`src/rtl/proc_sequencer.sv`:
```
// Instruction issuer for the 8-bit four-register processor: runs a small loadable
// program and waits for Done after each instruction, with a WAIT timeout.
module proc_sequencer #(
  parameter int AW      = 4,
  parameter int DEPTH   = 16,
  parameter int TIMEOUT = 7
) (
  input  logic          Clock,
  input  logic          Reset,
  input  logic          ProgWe,
  input  logic [AW-1:0] ProgAddr,
  input  logic [13:0]   ProgData,
  input  logic          Start,
  input  logic [AW:0]   Length,
  input  logic          Done,
  input  logic [7:0]    BusWires,
  output logic          w,
  output logic [1:0]    F,
  output logic [1:0]    Rx,
  output logic [1:0]    Ry,
  output logic [7:0]    Data,
  output logic          Busy,
  output logic          Finished,
  output logic          Error,
  output logic [AW-1:0] PC,
  output logic [7:0]    LastBus,
  output logic [AW:0]   IssueCount,
  output logic [2:0]    state_dbg
);

  typedef enum logic [2:0] {
    S_IDLE  = 3'd0,
    S_ISSUE = 3'd1,
    S_WAIT  = 3'd2,
    S_FIN   = 3'd3,
    S_ERR   = 3'd4
  } state_t;

  localparam int TW = $clog2(TIMEOUT + 1);
  localparam logic [AW:0] DEPTH_W = (AW+1)'(DEPTH);

  logic [13:0]   mem [DEPTH];
  state_t        state, state_nxt;
  logic [13:0]   instr, instr_nxt;
  logic [AW:0]   len_q, len_nxt, len_clamp, count_nxt;
  logic [AW-1:0] pc_nxt;
  logic [7:0]    last_nxt;
  logic [TW-1:0] tmo, tmo_nxt;

  assign len_clamp = (Length > DEPTH_W) ? DEPTH_W : Length;

  // Program memory is never reset; writes are locked out while a run is in flight.
  always_ff @(posedge Clock) begin
    if (ProgWe && (state == S_IDLE || state == S_FIN || state == S_ERR))
      mem[ProgAddr] <= ProgData;
  end

  always_ff @(posedge Clock or posedge Reset) begin
    if (Reset) begin
      state      <= S_IDLE;
      instr      <= '0;
      len_q      <= '0;
      IssueCount <= '0;
      PC         <= '0;
      LastBus    <= '0;
      tmo        <= '0;
    end else begin
      state      <= state_nxt;
      instr      <= instr_nxt;
      len_q      <= len_nxt;
      IssueCount <= count_nxt;
      PC         <= pc_nxt;
      LastBus    <= last_nxt;
      tmo        <= tmo_nxt;
    end
  end

  always_comb begin
    state_nxt = state;
    instr_nxt = instr;
    len_nxt   = len_q;
    count_nxt = IssueCount;
    pc_nxt    = PC;
    last_nxt  = LastBus;
    tmo_nxt   = tmo;
    case (state)
      S_IDLE, S_ERR: begin
        if (Start) begin
          len_nxt   = len_clamp;
          pc_nxt    = '0;
          count_nxt = '0;
          tmo_nxt   = '0;
          if (len_clamp == '0) begin
            state_nxt = S_FIN;
          end else begin
            state_nxt = S_ISSUE;
            instr_nxt = mem[AW'(0)];
          end
        end
      end
      S_ISSUE: begin
        state_nxt = S_WAIT;
        tmo_nxt   = '0;
      end
      S_WAIT: begin
        if (Done) begin
          last_nxt  = BusWires;
          count_nxt = IssueCount + 1'b1;
          pc_nxt    = PC + 1'b1;
          if (count_nxt == len_q) begin
            state_nxt = S_FIN;
          end else begin
            // Back-to-back: the processor is at T0 again in the next cycle.
            state_nxt = S_ISSUE;
            instr_nxt = mem[pc_nxt];
          end
        end else begin
          tmo_nxt = tmo + 1'b1;
          if (tmo_nxt == TW'(TIMEOUT))
            state_nxt = S_ERR;
        end
      end
      S_FIN:   state_nxt = S_IDLE;
      default: state_nxt = S_IDLE;
    endcase
  end

  assign w         = (state == S_ISSUE);
  assign Busy      = (state == S_ISSUE) || (state == S_WAIT);
  assign Finished  = (state == S_FIN);
  assign Error     = (state == S_ERR);
  assign F         = instr[13:12];
  assign Rx        = instr[11:10];
  assign Ry        = instr[9:8];
  assign Data      = instr[7:0];
  assign state_dbg = state;

endmodule

```
`config.mk`:
```
export PLATFORM = sky130hd
export DESIGN_NAME = proc_sequencer
export DESIGN_NICKNAME = d
export VERILOG_FILES = /design/src/rtl/proc_sequencer.sv
export SDC_FILE = /design/constraint.sdc
export NUM_CORES = 1
export LEC_CHECK = 0
export CAP_MARGIN = 20
export CORE_MARGIN = 2
export CORE_UTILIZATION = 35
export DETAILED_ROUTE_END_ITERATION = 10
export GPL_ROUTABILITY_DRIVEN = 0
export PLACE_DENSITY_LB_ADDON = 0.3
export REMOVE_ABC_BUFFERS = 1
export SYNTH_ARGS = -nofsm -noshare
export SYNTH_HDL_FRONTEND = slang
export SYNTH_SLANG_ARGS = --single-unit
```
`constraint.sdc`:
```
create_clock -name Clock -period 4.7 [get_ports Clock]
set_clock_uncertainty 0.15 [all_clocks]
set_input_delay 0.94 -clock Clock [delete_from_list [all_inputs] [get_ports Clock]]
set_output_delay 0.94 -clock Clock [all_outputs]
set_load 0.05 [all_outputs]
```
== Yosys cells after proc, flatten, opt, wreduce, memory -nomap -nowiden ==
Memory sizes are Yosys's and may differ from the RTL's.
Cells that the tools add are included.
W data, S select, Z words.

* Output and inout bits: 38
* Word-level logic and storage cells: 62
* RAM bits: 224
* Input bits: 36
* Flip-flop bits (word level): 42
* Memories kept: 1

{| class="wikitable"
|+ Memories
! name !! depth !! width !! rd ports !! clocked after Yosys merged registers in !! write ports !! line !! RTL
|-
| mem || 16 || 14 || 2 || 0 || 1 || 42 || <nowiki>logic [13:0] mem [DEPTH];</nowiki>
|}

* $lt $le $gt $ge: 1
* Mux-type cells: 23
* Reductions and logical operators: 15
* Equality and inequality tests: 12
* Add/subtract/negate cells: 3

{| class="wikitable"
|+ Operators by type and width
! kind !! count
|-
| $mux W14 || 4
|-
| $pmux W14 S2 || 1
|-
| $pmux W3 S3 || 2
|-
| $mux W3 || 5
|-
| $mux W5 || 3
|-
| $ne A2 B2 Y1 const B || 5
|-
| $pmux W5 S2 || 1
|-
| $mux W4 || 2
|-
| $pmux W4 S2 || 1
|-
| $eq A3 B2 Y1 const B || 2
|-
| $eq A3 B3 Y1 const B || 2
|-
| $reduce_and A2 Y1 || 3
|-
| $reduce_and A3 Y1 || 2
|-
| $add A5 B1 Y5 const B || 1
|-
| $eq A5 B5 Y1 || 1
|-
| $gt A5 B5 Y1 const B || 1
|-
| $logic_not A5 Y1 || 1
|-
| $reduce_and A5 Y1 || 1
|-
| $add A4 B1 Y4 const B || 1
|-
| $mux W2 || 2
|-
| $add A3 B1 Y3 const B || 1
|-
| $eq A3 B1 Y1 const B || 1
|-
| $logic_not A3 Y1 || 1
|-
| $logic_or A1 B1 Y1 || 3
|-
| other kinds (6) || 7
|}

== Depth between registers and ports, before layout ==
* Word-level depth: 6
* Gate-level depth with buffers: 8

== Worst setup path after synthesis ==
Ideal clock, no wire load.

* Path type: register to register
* Start: register state[1], in the netlist state_dbg[1]
* End: memory mem[2][0] (enable)
* Setup slack: 0.681 ns
* Stages on the path, launching flop included: 6
* Clock period less this slack: 4.019 ns
* Arrival: 3.463 ns
* Cells stage by stage: dfrtp_1 nand2b_1 nor2_1 o21ai_0 or3_1 nor3b_1

* Longest elaborated chain between the ends: 6
* Elaborated cells between the ends (all ways): 8

{| class="wikitable"
|+ Ends and longest elaborated chain
! item !! line !! RTL
|-
| from (decl) || 43 || <nowiki>state_t state, state_nxt;</nowiki>
|-
| from (signal assigned) || 68 || <nowiki>state <= state_nxt;</nowiki>
|-
| $eq A3 B2 Y1 || - ||
|-
| net Finished || 23 || <nowiki>output logic Finished,</nowiki>
|-
| $logic_or A1 B1 Y1 (2 in series) || 54 || <nowiki>if (ProgWe && (state == S_IDLE || state == S_FIN || state == S_ERR))</nowiki>
|-
| $logic_and A1 B1 Y1 || 54 ||
|-
| $mux W1 || 54 ||
|-
| $mux W1 (implied by the code) || 55 || <nowiki>mem[ProgAddr] <= ProgData;</nowiki>
|-
| to (decl) || 42 ||
|}

The timed path passes the listed nets, and every way through them passes these cells.

== Final worst setup path ==
* Start: register state[0], in the netlist state_dbg[0]
* End: output Busy

* Longest elaborated chain between the ends: 2
* Elaborated cells between the ends (all ways): 3

{| class="wikitable"
|+ Ends and longest elaborated chain
! item !! line !! RTL
|-
| $eq A3 B1 Y1 or $eq A3 B2 Y1 (tied branches) || 129 || <nowiki>assign Busy = (state == S_ISSUE) || (state == S_WAIT);</nowiki>
|-
| $logic_or A1 B1 Y1 * || 129 ||
|-
| to (decl) || 22 || <nowiki>output logic Busy,</nowiki>
|}

Every way passes the cells marked *; elsewhere a longest branch is shown, timed or not.

==> results.toml <==
[die]
design.core.area_mm2 = 0.0306
io_pins = 74
die_w_um = 180
dieArea_mm2 = 0.0324
rows = 64
start_util_pct = 35.5
die_y_um = 180

[setup_path]
rrSetupSlack_ns = 1.40
critPathBufInv = 2
cp_top_family = "buffers and inverters"
path_cells = "inv_1 > nor3_1 > or2_2 > clkdlybuf4s50_1"
r2r_start = "PC[0]"
cpMaxStageDelayCell = "clkdlybuf4s50_1"
startpoint = "state_dbg[0]"
reg2regPathDepth = 7
worstSetupPathType = "reg -> out"
cp_max_fo = 7
reg2reg_to = "instr[13]"
cp-end-kind = "output pin"
cp_data_required_time_ns = 3.61
cpPeakStageDelay_ns = 0.79
endpoint = "Busy"
cp-start-kind = "flop"
cp.arrival_ns = 2.57
path_depth = 4

[logic_synthesis]
synth.distinct_cells = 46
synthesis.area_mm2 = 0.0108
ys_ff_latch = 266
yosys.area_share.simple_pct = 5.15
synth-async-reset-ratio_pct = 15.8
synth_compound_area_share_pct = 4.45
synth_top_family_by_area = "multiplexers"
synth_xor_area_share_pct = 1.03
synth_edf_count = 224
ys.flop_type = "edfxtp_1"
synthCells = 571
synth-seq-area-share_pct = 71.7
avgSynthCellArea_um2 = 19.0
synth_warnings = 0
muxShareOfSynthArea_pct = 15.6
synthAdderAreaFrac_pct = 0.462

[timing]
finalHoldViolations = 0
grt_setup_unrepaired = "false"
worstMarginPinSlew_ns = 1.05
slew_headroom_pct = 30.0
finalSetupViolCount = 0
worst_hold_slack_ns = 0.359
fin_crit_sh_pct = 77.9
slew_viol_final = 0
clock.fmax_ghz = 0.273
post-route-min-period_ns = 3.66

[cts]
insertion_delay_ns = 0.54
postCtsHoldBufs = 0
cts.sinks = 266
clk_pin_slew_ns = 0.06
cts_tree = "built"
cts_made_buffers = 28
postCtsSetupBuffers = 0
cts_buffer_depth = 3
root_buffer = "clkbuf_16"
cts.repair.resized = 0
cts_htree_levels = 1

[route]
via_per_inst = 5.26
drt_iter0_markers = 413
wirelength_mm = 24.3
drc = 0
ant_nets = 0
drt-pass1-iter-count = 4
post_drt_wl_per_cell_um = 22.1
num_vias = 5786

[final_layout]
antenna_cells = 0
ff_latch_area_mm2 = 0.00778
syn_to_final_growth_pct = 21.3
nNetsFinal = 722
n_fill_cell = 2675
drive_gt1_share_pct = 27.3
multiInputGateArea_mm2 = 0.00295
fin_util_pct = 43.0

[power]
leakage_nw = 4.38
ir_drop_v = 0.000274
powerDensity_mw_per_mm2 = 576

[min_path]
min_path_cells = 1
hold_class = "reg -> reg"

[placement]
dp_hpwl_mm = 15.4
io_buffers = 73

[global_routing]
grt-ovfl-total = 0
grt_antenna_before_repair = 0
grt_pass1_wl_mm = 37.5
grt_usage_pct = 15.1
grt_max_degree = 43
grt_pass1_vias = 6156

[run]
maxCapViolations = 0

[status]
status = "finished, final reports clean"
-- placed cells by master (no fill, tap or decap), types with 4 or more instances in the layout --
cell,count
nor2b_1,12
nand2b_1,9
nor2_1,31
clkinvlp_4,6
xor2_1,6
a2111oi_2,9
clkbuf_16,29
mux4_2,55
mux2_2,25
mux2i_1,14
clkdlybuf4s50_1,73
nor3_2,4
o21ai_0,20
a211oi_1,13
a21oi_1,4
edfxtp_1,224
clkinv_2,6
nand2_1,22
dfrtp_1,41
buf_4,32
clkinv_1,4
nand3_1,4
-- area by class of cell --
class	count	share of cell area, %
sequential	266	59.2
multi-input combinational	274	22.4
timing repair buffer	108	7.75
clock buffer	34	5.81
tap	396	3.77
clock inverter	18	0.980
inverter	4	0.114
-- how the worst min path moves through the flow --
stage                          start         end  slack (ns)
after global routing        instr[3]    instr[3]        0.37
final                     LastBus[4]  LastBus[4]        0.36
after CTS                 LastBus[3]  LastBus[3]        0.36
after floorplan             len_q[0]    len_q[0]        0.32
after global placement    LastBus[3]  LastBus[3]        0.34
after detailed placement  LastBus[3]  LastBus[3]        0.35
-- Yosys cell counts (6+ instances only) --
cell / n / area (µm²)
a211oi_1: 13 / 97.6
nor2_1: 31 / 116
mux4_2: 55 / 1240
xor2_1: 6 / 52.6
nor2b_1: 12 / 75.1
clkbuf_1: 7 / 26.3
o21ai_0: 20 / 100
edfxtp_1: 224 / 6730
nand2_1: 22 / 82.6
mux2i_1: 14 / 140
buf_2: 12 / 60.1
nand2b_1: 9 / 56.3
mux2_2: 25 / 282
nor3_1: 7 / 35.0
dfrtp_1: 42 / 1050
a2111oi_2: 9 / 135
-- where the power goes --
part	switching (mW)	internal [mW]	leakage, nW
clock	0.893	1.21	0.424
combinational	1.45	1.09	1.41
sequential	0.162	2.76	2.54
total	2.51	5.06	4.38
-- routing by layer --
metal	up-vias	global-route usage, %	routed length [µm]
li1	2525	-	-
met1	3020	20.2	10400
met2	202	25.8	12200
met3	39	2.55	1320
met4	0	3.61	418
met5	-	0	0
-- kinds of logic after synthesis --
kind of cell	Yosys count
buf+inv	31
fa+ha+maj	4
mux	95
xor+xnor	11
flops	266
compound gates	57
simple gates	107
-- registers in the layout, indices dropped and copies added, names as in the netlist --
register    cells
mem           224
PC              4
IssueCount      5
tmo             3
instr          14
len_q           5
LastBus         8
state_dbg       3
-- through the flow --
step	instances	setup slack, ns	setup TNS (ns)	area [µm²]	total power, mW
5_1_grt	1100	0.833	0	13200	7.92
3_5_place_dp	1046	1.07	0	12200	5.54
4_1_cts	1098	0.981	0	13100	7.66
2_1_floorplan	544	-0.941	-12.79	10700	4.74
6_report	1100	1.04	0	13200	7.57
3_3_place_gp	1046	1.12	0	12200	5.50
Power figures use the tool's default switching activity.
